<file path="config.mk">
export PLATFORM = sky130hd
export DESIGN_NAME = fifo_uart_tx
export DESIGN_NICKNAME = d
export VERILOG_FILES = /design/src/rtl/fifo_uart_pkg.sv /design/src/rtl/fifo_uart_tx_baud.sv /design/src/rtl/fifo_uart_tx.sv
export SDC_FILE = /design/constraint.sdc
export NUM_CORES = 1
export LEC_CHECK = 0
export CORE_MARGIN = 2
export CORE_UTILIZATION = 45
export CTS_BUF_LIST = sky130_fd_sc_hd__clkbuf_2
export CTS_CLUSTER_DIAMETER = 200
export CTS_CLUSTER_SIZE = 20
export DETAILED_ROUTE_END_ITERATION = 16
export HOLD_SLACK_MARGIN = 0.12
export PLACE_DENSITY = 0.68
export SETUP_SLACK_MARGIN = 0.1
export SKIP_CTS_REPAIR_TIMING = 1
export SYNTH_ARGS = -nofsm -noshare
export SYNTH_HDL_FRONTEND = slang
export SYNTH_SLANG_ARGS = --single-unit
</file>
<file path="constraint.sdc">
create_clock -name clk -period 2.38 [get_ports clk]
set_input_delay 0.238 -clock clk [delete_from_list [all_inputs] [get_ports clk]]
set_output_delay 0.238 -clock clk [all_outputs]
set_load 0.05 [all_outputs]
</file>
<file path="src/rtl/fifo_uart_pkg.sv">
// Shared definitions for the FIFO-draining UART transmitter: state encoding and frame length.
// The frame-length helper honours FIFO_UART_PARITY_EN.
package fifo_uart_pkg;

  localparam logic [2:0] IDLE   = 3'd0;
  localparam logic [2:0] WAIT   = 3'd1;
  localparam logic [2:0] START  = 3'd2;
  localparam logic [2:0] DATA   = 3'd3;
  localparam logic [2:0] PARITY = 3'd4;
  localparam logic [2:0] STOP   = 3'd5;

  typedef enum logic [2:0] {
    S_IDLE   = IDLE,
    S_WAIT   = WAIT,
    S_START  = START,
    S_DATA   = DATA,
    S_PARITY = PARITY,
    S_STOP   = STOP
  } state_t;

  // Cycles from the start-bit edge to the end of the stop bit.
  function automatic int frame_cycles(input int dw, input int cpb);
`ifdef FIFO_UART_PARITY_EN
    return (dw + 3) * cpb;
`else
    return (dw + 2) * cpb;
`endif
  endfunction

endpackage

</file>
<file path="src/rtl/fifo_uart_tx_baud.sv">
// Bit-period counter: tick on the last cycle of each bit, pre_tick one cycle earlier.
// clear holds the counter at zero so a frame always starts on a fresh bit period.
module baud_tick_gen #(
  parameter int CLKS_PER_BIT = 4
) (
  input  logic clk,
  input  logic reset,
  input  logic clear,
  output logic tick,
  output logic pre_tick
);

  localparam int CNT_W = (CLKS_PER_BIT > 1) ? $clog2(CLKS_PER_BIT) : 1;
  localparam logic [CNT_W-1:0] LAST = CNT_W'(CLKS_PER_BIT - 1);

  logic [CNT_W-1:0] cnt;

  always_ff @(posedge clk) begin
    if (reset || clear)   cnt <= '0;
    else if (cnt == LAST) cnt <= '0;
    else                  cnt <= cnt + 1'b1;
  end

  assign tick = !clear && (cnt == LAST);

  // With one-cycle bits there is no "cycle before the last one".
  generate
    if (CLKS_PER_BIT > 1) begin : g_pre
      assign pre_tick = !clear && (cnt == CNT_W'(CLKS_PER_BIT - 2));
    end else begin : g_no_pre
      assign pre_tick = 1'b0;
    end
  endgenerate

endmodule

</file>
<file path="src/rtl/fifo_uart_tx.sv">
// UART transmitter draining a synchronous FIFO one word at a time: start, data LSB-first,
// optional even parity (FIFO_UART_PARITY_EN), stop. Each bit lasts CLKS_PER_BIT cycles.
module fifo_uart_tx
  import fifo_uart_pkg::*;
#(
  parameter int DATA_WIDTH   = 4,
  parameter int CLKS_PER_BIT = 4
) (
  input  logic                  clk,
  input  logic                  reset,
  input  logic                  rd_val,
  input  logic [DATA_WIDTH-1:0] rd_data,
  output logic                  rd_en,
  output logic                  tx,
  output logic                  busy,
  output logic                  tx_done
);

  localparam int BIT_W = (DATA_WIDTH > 1) ? $clog2(DATA_WIDTH) : 1;
  localparam logic [BIT_W-1:0] LAST_BIT = BIT_W'(DATA_WIDTH - 1);
  localparam logic ONE_CLK_BIT = (CLKS_PER_BIT == 1);

  state_t                state;
  logic [DATA_WIDTH-1:0] shift;
  logic [DATA_WIDTH-1:0] shift_nxt;
  logic [BIT_W-1:0]      bit_idx;
  logic                  tick, pre_tick, baud_clr;
`ifdef FIFO_UART_PARITY_EN
  logic                  par;
`endif

  assign shift_nxt = shift >> 1;
  assign baud_clr  = (state == S_IDLE) || (state == S_WAIT);
  // Only IDLE may request, so at most one word is ever in flight.
  assign rd_en     = !reset && (state == S_IDLE) && rd_val;

  baud_tick_gen #(.CLKS_PER_BIT(CLKS_PER_BIT)) u_baud (
    .clk      (clk),
    .reset    (reset),
    .clear    (baud_clr),
    .tick     (tick),
    .pre_tick (pre_tick)
  );

  // tx/busy/tx_done are registered, so each is loaded with its value for the next state.
  always_ff @(posedge clk) begin
    if (reset) begin
      state   <= S_IDLE;
      shift   <= '0;
      bit_idx <= '0;
      tx      <= 1'b1;
      busy    <= 1'b0;
      tx_done <= 1'b0;
`ifdef FIFO_UART_PARITY_EN
      par     <= 1'b0;
`endif
    end else begin
      tx_done <= 1'b0;
      case (state)
        S_IDLE: if (rd_val) begin
          state <= S_WAIT;
          busy  <= 1'b1;
        end
        S_WAIT: begin
          shift   <= rd_data;
          bit_idx <= '0;
          tx      <= 1'b0;
          state   <= S_START;
`ifdef FIFO_UART_PARITY_EN
          par     <= ^rd_data;
`endif
        end
        S_START: if (tick) begin
          tx    <= shift[0];
          state <= S_DATA;
        end
        S_DATA: if (tick) begin
          if (bit_idx == LAST_BIT) begin
`ifdef FIFO_UART_PARITY_EN
            tx      <= par;
            state   <= S_PARITY;
`else
            tx      <= 1'b1;
            tx_done <= ONE_CLK_BIT;
            state   <= S_STOP;
`endif
          end else begin
            shift   <= shift_nxt;
            tx      <= shift_nxt[0];
            bit_idx <= bit_idx + 1'b1;
          end
        end
`ifdef FIFO_UART_PARITY_EN
        S_PARITY: if (tick) begin
          tx      <= 1'b1;
          tx_done <= ONE_CLK_BIT;
          state   <= S_STOP;
        end
`endif
        S_STOP: begin
          if (pre_tick) tx_done <= 1'b1;
          if (tick) begin
            busy  <= 1'b0;
            state <= S_IDLE;
          end
        end
        default: state <= S_IDLE;
      endcase
    end
  end

endmodule

</file>
==> flow_metrics.tcl <==
set metrics [dict create \
    numCtsBuffers 3 \
    rsz0062_at_grt "false" \
    whs_ns 0.462 \
    start_util_pct 48.7 \
    avgViaCountPerCell 5.50 \
    diodes 0 \
    syn_avg_cell_area_um2 9.88 \
    power_density_nw_per_um2 528 \
    dr.first_iter.drc_count 18 \
    grt_pass1_vias 499 \
    yosys.area.top_type "dfxtp_1" \
    nFillCells 146 \
    clk_pin_slew_ns 0.12 \
    synth_cells 76 \
    cp_num_buf_inv 1 \
    dieWidth_um 44.8 \
    dp_hpwl_um 878 \
    tightest_slew_ns 0.622 \
    crit_slowest_cell "dfxtp_1" \
    cts_sinks 14 \
    drt-wirelength-per-cell_um 12.7 \
    cts-root-buf "clkbuf_2" \
    ys_warn_count 0 \
    critical_path_class "flop to primary output" \
    final_core_util_pct 55.2 \
    synth_top_family_by_area "simple AND/OR/NAND/NOR gates" \
    fin_skew_ns 0.000397 \
    port_buffers 10 \
    final_layout_size_suffix_gt1_share_pct 16.7 \
    synth_edf_count 0 \
    final_area_um2 851 \
    finalPower_uw 449 \
    max_freq_mhz 532 \
    post-route-drc-count 0 \
    synth_xor_area_share_pct 0 \
    leakage_nw 0.332 \
    peakVddDrop_mv 0.322 \
    area_growth_pct 13.3 \
    coreArea_um2 1540 \
    synth_area_leaders "dfxtp_1 37%, a211oi_1 6.0%, mux2_2 6.0%" \
    slowest_delay_ns 0.74 \
    die_h_um 44.8 \
    stdcell_count 100 \
    vias 550 \
    grt_usage_pct 15.2 \
    start_kind "flop" \
    fin_nets 96 \
    async_flop_share_pct 0 \
    synth_top_area_share_pct 37.3 \
    synthMuxAreaShare_pct 10.0 \
    end_kind "primary output" \
    num_rows 14 \
    die_area_um2 2010 \
    synth_ff_type "dfxtp_1" \
    synth_nets 86 \
    setup_viol 0 \
    hold_class "flop to flop" \
    cp.arrival_ns 1.64 \
    gp_congestion 0.710 \
    synthAdderAreaFrac_pct 5.00 \
    insertion_delay_ns 0.27 \
    cts.htree.levels 1 \
    timing.setup.tns_ns 0 \
    wirelength_um 1270 \
    slew_viol_final 0 \
    multi_input_comb_area_um2 412 \
    grt_pass1_wl_um 2150 \
    dp.cells 97 \
    pre_cts_slack_ns 0.758 \
    cp_max_fo 16 \
    fin_crit_ns 1.88 \
    finalHoldViolations 0 \
    synth-compound-area-share_pct 15.5 \
    cp_top_family "flip-flops" \
    ios 11 \
    antenna_left 0 \
    synthSimpleGateAreaFrac_pct 24.3 \
    antenna_found_initial 0 \
    register_area_um2 280 \
    seq_area_frac_synth_pct 37.3 \
    maxCapViolCount 0 \
    layout_setup_ws_ns 0.502 \
    synthDistinctLibCells 30 \
    place_area_um2 836 \
    cts_tree "built" \
    slew_headroom_pct 58.4 \
    grt_max_degree 19 \
    mostFrequentLayoutCells "14 x dfxtp_1, 9 x clkdlybuf4s50_1, 6 x a211oi_1" \
    crit_top_cell "nor2_1" \
    firstDrtPassIters 4 \
    synth_seq_cells 14 \
    netlist_area_um2 751 \
    status "completed" \
    period_share_pct 78.9 \
    cp.required_ns 2.14 \
    layout_commonest_cell "dfxtp_1" \
    clock_path_buffers 2 \
    grt_overflow 0 \
    crit_chain "nor2_1 > nand3b_1 > nor2_1 > buf_4" \
]
[power by group]
part / leakage, nW / internal (mW) / switching, mW / total [mW]
sequential: 0.114 / 0.246 / 0.0122 / 0.259
clock: 0.0125 / 0.0344 / 0.0715 / 0.106
combinational: 0.206 / 0.0404 / 0.0442 / 0.0846
[worst register-to-register path: cells and delay by family (launching register included)]
family | cells | cell delay (ns)
compound gates | 1 | 0.25
fa+ha+maj | 1 | 0.35
mux | 1 | 0.36
simple gates | 1 | 0.16
flops | 1 | 0.38
[cells in the mapped netlist, types with 2 or more instances]
cell type  count
a211oi_1       6
nand3b_1       4
nor2b_1        2
inv_1          5
nand2b_1       3
clkbuf_1       2
dfxtp_1       14
mux2_2         4
nor2_1         5
nor4_1         3
ha_1           3
buf_2          2
a21oi_1        2
buf_6          2
mux2i_1        3
and4b_1        2
[final cells by class]
type | count | share of cell area [%]
multi-input cells | 51 | 48.4
flip-flops and latches | 14 | 32.9
repair buffers | 11 | 12.4
well taps | 16 | 2.35
inverters | 5 | 2.21
clock buffers | 3 | 1.76
[kinds of logic after synthesis]
kind of cell,count (synthesis)
muxes,7
buffers and inverters,11
adders and majority gates,3
and+or+nand+nor,26
DFF,14
AOI/OAI and AO/OA,15
[metal layers]
layer | wire length (um) | share of wire, % | track usage (%) | up-vias
li1 | - | - | - | 292
met1 | 623 | 49 | 19.5 | 244
met2 | 557 | 44 | 21.4 | 10
met3 | 56 | 4.4 | 7.20 | 4
met4 | 27 | 2.1 | 7.06 | 0
met5 | 0 | 0 | 0 | -
[worst paths after layout]
check           startpoint    endpoint  slack (ns)  depth (start not counted)
max reg2reg  u_baud.cnt[0]  bit_idx[0]        0.79                          4
max               state[1]       rd_en        0.50                          4
min               shift[2]    shift[2]        0.46                          2
min reg2reg       shift[2]    shift[2]        0.46                          2
[sequential cells by signal (all words and copies together) (netlist names)]
name        flops
tx              1
tx_done         1
busy            1
u_baud.cnt      2
bit_idx         2
shift           4
state           3
Power figures use the tool's default switching activity.
